**config.mk**
```make
export PLATFORM = sky130hd
export DESIGN_NAME = serial_subtractor
export DESIGN_NICKNAME = d
export VERILOG_FILES = /design/src/rtl/serial_subtractor_pkg.sv /design/src/rtl/serial_subtractor_full_subtractor.sv /design/src/rtl/serial_subtractor.sv
export SDC_FILE = /design/constraint.sdc
export NUM_CORES = 1
export LEC_CHECK = 0
export CAP_MARGIN = 20
export CORE_MARGIN = 2
export CORE_UTILIZATION = 25
export CTS_CLUSTER_SIZE = 40
export DETAILED_ROUTE_END_ITERATION = 12
export HOLD_SLACK_MARGIN = 0.08
export SYNTH_ARGS = -nofsm -noshare
export SYNTH_HDL_FRONTEND = slang
export SYNTH_HIERARCHICAL = 1
export SYNTH_SLANG_ARGS = --single-unit
```
**constraint.sdc**
```tcl
create_clock -name clk -period 1.35 [get_ports clk]
set_input_delay 0.3375 -clock clk [delete_from_list [all_inputs] [get_ports clk]]
set_output_delay 0.3375 -clock clk [all_outputs]
set_load 0.005 [all_outputs]
```
**src/rtl/serial_subtractor_pkg.sv**
```systemverilog
// -----------------------------------------------------------------------------
// serial_subtractor_pkg
// Shared definitions for the bit-serial subtractor:
//   state_t       - controller states (IDLE, RUN, DONE)
//   DEFAULT_WIDTH - default operand/result width in bits
// Optional feature macro used by the top level: SERIAL_SUBTRACTOR_OVF_EN
// -----------------------------------------------------------------------------
package serial_subtractor_pkg;

   localparam int DEFAULT_WIDTH = 8;

   typedef enum logic [1:0] {
      IDLE = 2'd0,
      RUN  = 2'd1,
      DONE = 2'd2
   } state_t;

endpackage

```
**src/rtl/serial_subtractor_full_subtractor.sv**
```systemverilog
// -----------------------------------------------------------------------------
// full_subtractor
// One-bit combinational full subtractor computing x - y - bin.
// Ports:
//   x    : in  - minuend bit
//   y    : in  - subtrahend bit
//   bin  : in  - borrow in from the less significant bit
//   d    : out - difference bit
//   bout : out - borrow out to the more significant bit
// -----------------------------------------------------------------------------
module full_subtractor (
   input  logic x,
   input  logic y,
   input  logic bin,
   output logic d,
   output logic bout
);

   assign d    = x ^ y ^ bin;
   // Borrow when the minuend bit is 0 against a 1, or the bits are equal
   // and a borrow is already pending.
   assign bout = (~x & y) | (~(x ^ y) & bin);

endmodule

```
**src/rtl/serial_subtractor.sv**
```systemverilog
// -----------------------------------------------------------------------------
// serial_subtractor
// Bit-serial unsigned subtractor: computes (a - b) mod 2^WIDTH one bit per
// clock, LSB first, using a single full_subtractor cell and a borrow flop.
// A start in IDLE captures the operands; WIDTH RUN cycles later the result
// is registered and DONE pulses for one cycle.
//
// Parameters:
//   WIDTH      - operand/result width, 2..32
// Ports:
//   clk        : in  - clock, rising edge
//   rst_n      : in  - synchronous active-low reset
//   start      : in  - begin a subtraction (only honoured in IDLE)
//   a, b       : in  - minuend / subtrahend, captured on the accepting edge
//   busy       : out - high while in RUN
//   done       : out - one-cycle pulse in DONE
//   diff       : out - (a - b) mod 2^WIDTH, held until the next DONE
//   borrow_out : out - unsigned a < b, held with diff
//   overflow   : out - signed overflow, only with SERIAL_SUBTRACTOR_OVF_EN
//
// Optional feature macro: SERIAL_SUBTRACTOR_OVF_EN adds the overflow output.
// -----------------------------------------------------------------------------
module serial_subtractor
   import serial_subtractor_pkg::*;
#(
   parameter int WIDTH = DEFAULT_WIDTH
) (
   input  logic             clk,
   input  logic             rst_n,
   input  logic             start,
   input  logic [WIDTH-1:0] a,
   input  logic [WIDTH-1:0] b,
   output logic             busy,
   output logic             done,
   output logic [WIDTH-1:0] diff,
   output logic             borrow_out
`ifdef SERIAL_SUBTRACTOR_OVF_EN
   ,
   output logic             overflow
`endif
);

   localparam int                CNT_W    = $clog2(WIDTH + 1);
   localparam logic [CNT_W-1:0]  LAST_BIT = CNT_W'(WIDTH - 1);

   state_t           state, state_nxt;
   logic [WIDTH-1:0] a_sr;
   logic [WIDTH-1:0] b_sr;
   logic [WIDTH-1:0] res_sr;
   logic             borrow;
   logic [CNT_W-1:0] cnt;
   logic             last_bit;
   logic             d_bit;
   logic             bout_bit;
   logic [WIDTH-1:0] res_nxt;

`ifdef SERIAL_SUBTRACTOR_OVF_EN
   // Operand sign bits are shifted out during RUN, so keep a copy.
   logic             a_msb;
   logic             b_msb;
`endif

   full_subtractor u_fs (
      .x    (a_sr[0]),
      .y    (b_sr[0]),
      .bin  (borrow),
      .d    (d_bit),
      .bout (bout_bit)
   );

   assign last_bit = (cnt == LAST_BIT);
   // Difference bits enter at the MSB so that after WIDTH shifts the first
   // (LSB) result bit has reached position 0.
   assign res_nxt  = {d_bit, res_sr[WIDTH-1:1]};

   always_ff @(posedge clk) begin
      if (!rst_n) begin
         state <= IDLE;
      end else begin
         state <= state_nxt;
      end
   end

   always_comb begin
      state_nxt = state;
      busy      = 1'b0;
      done      = 1'b0;
      case (state)
         IDLE: begin
            if (start) begin
               state_nxt = RUN;
            end
         end
         RUN: begin
            busy = 1'b1;
            if (last_bit) begin
               state_nxt = DONE;
            end
         end
         DONE: begin
            done      = 1'b1;
            state_nxt = IDLE;
         end
         default: begin
            state_nxt = IDLE;
         end
      endcase
   end

   always_ff @(posedge clk) begin
      if (!rst_n) begin
         a_sr       <= '0;
         b_sr       <= '0;
         res_sr     <= '0;
         borrow     <= 1'b0;
         cnt        <= '0;
         diff       <= '0;
         borrow_out <= 1'b0;
`ifdef SERIAL_SUBTRACTOR_OVF_EN
         a_msb      <= 1'b0;
         b_msb      <= 1'b0;
         overflow   <= 1'b0;
`endif
      end else begin
         case (state)
            IDLE: begin
               if (start) begin
                  a_sr   <= a;
                  b_sr   <= b;
                  res_sr <= '0;
                  borrow <= 1'b0;
                  cnt    <= '0;
`ifdef SERIAL_SUBTRACTOR_OVF_EN
                  a_msb  <= a[WIDTH-1];
                  b_msb  <= b[WIDTH-1];
`endif
               end
            end
            RUN: begin
               a_sr   <= a_sr >> 1;
               b_sr   <= b_sr >> 1;
               res_sr <= res_nxt;
               borrow <= bout_bit;
               cnt    <= cnt + 1'b1;
               // Outputs are only published on the edge that enters DONE.
               if (last_bit) begin
                  diff       <= res_nxt;
                  borrow_out <= bout_bit;
`ifdef SERIAL_SUBTRACTOR_OVF_EN
                  overflow   <= (a_msb != b_msb) && (d_bit != a_msb);
`endif
               end
            end
            default: begin
            end
         endcase
      end
   end

endmodule

```
==> results.ini <==
[placed_design]
io_buffers = 29
pre_cts_slack_ps = -460
gp_routability_congestion = 0.740
dpl.cell_count = 288
hpwl_um = 2650

[setup_path]
crit_path_end_kind = output pin
critPathTopFamily = buffers and inverters
slowest_delay_ps = 330
start_kind = flop
timing.critical_path.buf_inv = 3
critPathSlowestCell = dfxtp_2
cp_max_fo = 3
cp_cell_sequence = buf_4 > inv_1 > nor2_4 > buf_2
critical_path_arrival_ps = 990
reg2reg_depth = 5
cp.depth = 4
path_class = reg2out
required_ps = 1010

[floorplanning]
coreArea_um2 = 6420
initial_utilization_pct = 26.1
fp-row-count = 29
dieArea_um2 = 7390
die_h_um = 86.0
pin_count = 30
die_w_um = 86.0

[timing]
finalCritPeriodShare_pct = 98.1
hold_viol = 0
grt_setup_unrepaired = yes
hold_ws_ps = 454
final_max_slew_viol_count = 0
skew_ps = 5.69
setup_ws_ps = 25.9
setup_violations = 0
max_freq_mhz = 755
worstMarginPinSlew_ps = 220
slew_headroom_pct = 85.3
fin_crit_ps = 1320

[global_routing]
antenna_found_initial = 0
grt_pass1_wl_um = 6350
grt_max_degree = 23
grt_use_total_pct = 10.7
grt_pass1_vias = 1352
gr-total-overflow = 0

[synth]
ys_seq_elements = 39
synth_area_um2 = 1680
yosys-top-cells-count = dfxtp_1 (39), nand2_1 (21), a21oi_1 (14)
async_reset_ff_share_pct = 0
synthesis.nets = 201
synth_top_area_share_pct = 46.5
synth_cells = 180
synth_warnings = 6
yosysMostFrequentCell = dfxtp_1
synth_area_per_cell_um2 = 9.33
ys_seq_area_share_pct = 46.5
synth.area.top_cells = dfxtp_1 (46%), a22o_1 (5.7%), mux2i_1 (5.4%)
ys_types = 32
synth_top_area_cell = dfxtp_1
synthFlopType = dfxtp_1
synth-edff-count = 0

[route]
drc = 0
first_pass_iters = 4
num_vias = 1396
wl_um = 3830
detail-route-antenna-nets = 0
wire_per_inst_um = 12.8
vias_per_cell = 4.68
drt_iter0_markers = 54

[status]
status = complete, no violations

[final_layout]
final_layout_size_suffix_gt1_share_pct = 21.3
nets = 241
area_growth_pct = 38.7
finalNonFillerCells = 298
n_antenna_cell = 0
n_fill_cell = 645

[cts]
clk_latency_ps = 280
cts_buffers = 5
cts_tree = done
clk_pin_slew_ps = 80
clock-sinks = 39
cts-root-buf = clkbuf_8
cts_buffer_depth = 2
hold_buffers = 0
h-tree-depth = 2

[power]
vdd_drop_max_mv = 0.474
power.density_nw_per_um2 = 1080
p_leak_nw = 0.935

[min_path]
whs_path_depth = 2
hp-class = reg2reg

[job]
cap_viol_max_count = 0

## repair_timing
| action | 4_1_cts | 5_1_grt |
|---|---|---|
| setup buffers | 0 | 2 |
| endpoints found under the setup margin | 35 | 24 |
| gates cloned | 0 | 1 |
| gates resized for setup | 28 | 9 |
| pin swaps | 0 | 0 |
| endpoints found under the hold margin | 0 | 0 |
## sequential cells by signal (all words and copies together), names as in the netlist
name and cells:
a_sr 8, b_sr 8, borrow 1, borrow_out 1, cnt 4, diff 8, res_sr 7, state 2
## path summary, 6_finish.rpt
kind                                       startpoint                   end  slack, ps
worst min register to register   diff[3]$_SDFFE_PN0P_  diff[3]$_SDFFE_PN0P_        450
worst max-delay path            state[1]$_SDFFE_PN0P_                  done         30
worst max register to register  state[1]$_SDFFE_PN0P_   cnt[3]$_SDFFE_PN0P_         30
worst min-delay path             diff[3]$_SDFFE_PN0P_  diff[3]$_SDFFE_PN0P_        450
## where the power goes
part / leakage [nW] / switching [mW] / total [mW] / internal, mW
clock network: 0.0612 / 0.383 / 0.980 / 0.598
registers: 0.321 / 0.0357 / 1.24 / 1.20
logic: 0.553 / 0.140 / 0.303 / 0.162
## cell type report
cell class,instances,area [µm²],share of cell area [%]
clock buffer,6,82.6,3.54
clock inverter,2,35.0,1.50
inverter,8,36.3,1.56
multi-input combinational,118,822,35.3
sequential,39,790,33.9
tap,77,96.3,4.14
timing repair buffer,48,468,20.1
## cells in the final DEF, fill, tap and decap left out, types with 6 or more instances in the layout
| cell type | n |
|---|---|
| dfxtp_1 | 34 |
| nand2_1 | 21 |
| clkdlybuf4s50_1 | 17 |
| a21oi_1 | 14 |
| o21ai_0 | 13 |
| buf_4 | 13 |
| a22o_1 | 11 |
| dlygate4sd2_1 | 10 |
| mux2i_1 | 9 |
| o2bb2ai_1 | 7 |
| nor2_1 | 7 |
| inv_1 | 6 |
| o221ai_1 | 6 |
| clkbuf_8 | 6 |
## per-stage QoR
| stage | util, % | TNS [ps] | instance area [µm²] | power (mW) |
|---|---|---|---|---|
| after global placement | 33.1 | -9310 | 2130 | 1.54 |
| final | 36.3 | 0 | 2330 | 2.52 |
| after CTS | 35.2 | -58.0 | 2260 | 2.54 |
| after global routing | 36.3 | -32.6 | 2330 | 2.64 |
| after detailed placement | 33.1 | -9490 | 2130 | 1.54 |
| after floorplan | - | 0 | 1680 | 1.42 |
## layer usage
layer,wire length (µm),GRT usage [%],vias to the layer above
li1,-,-,724
met1,2040,15.1,647
met2,1630,16.1,23
met3,130,2.89,2
met4,22,3.03,0
met5,0,0,-
## logic make-up after synthesis
logic type | Yosys count | synth area share, %
simple gates | 48 | 14.7
compound gates | 59 | 24.8
flops | 39 | 46.5
buf+inv | 23 | 6.71
mux | 9 | 5.37
fa+ha+maj | 2 | 1.94
## tightest hold or removal path, stage by stage (launching register included)
cell and delay (ps):
dfxtp_1 310, nand2_1 50, mux2i_1 50
Power figures use the tool's default switching activity.
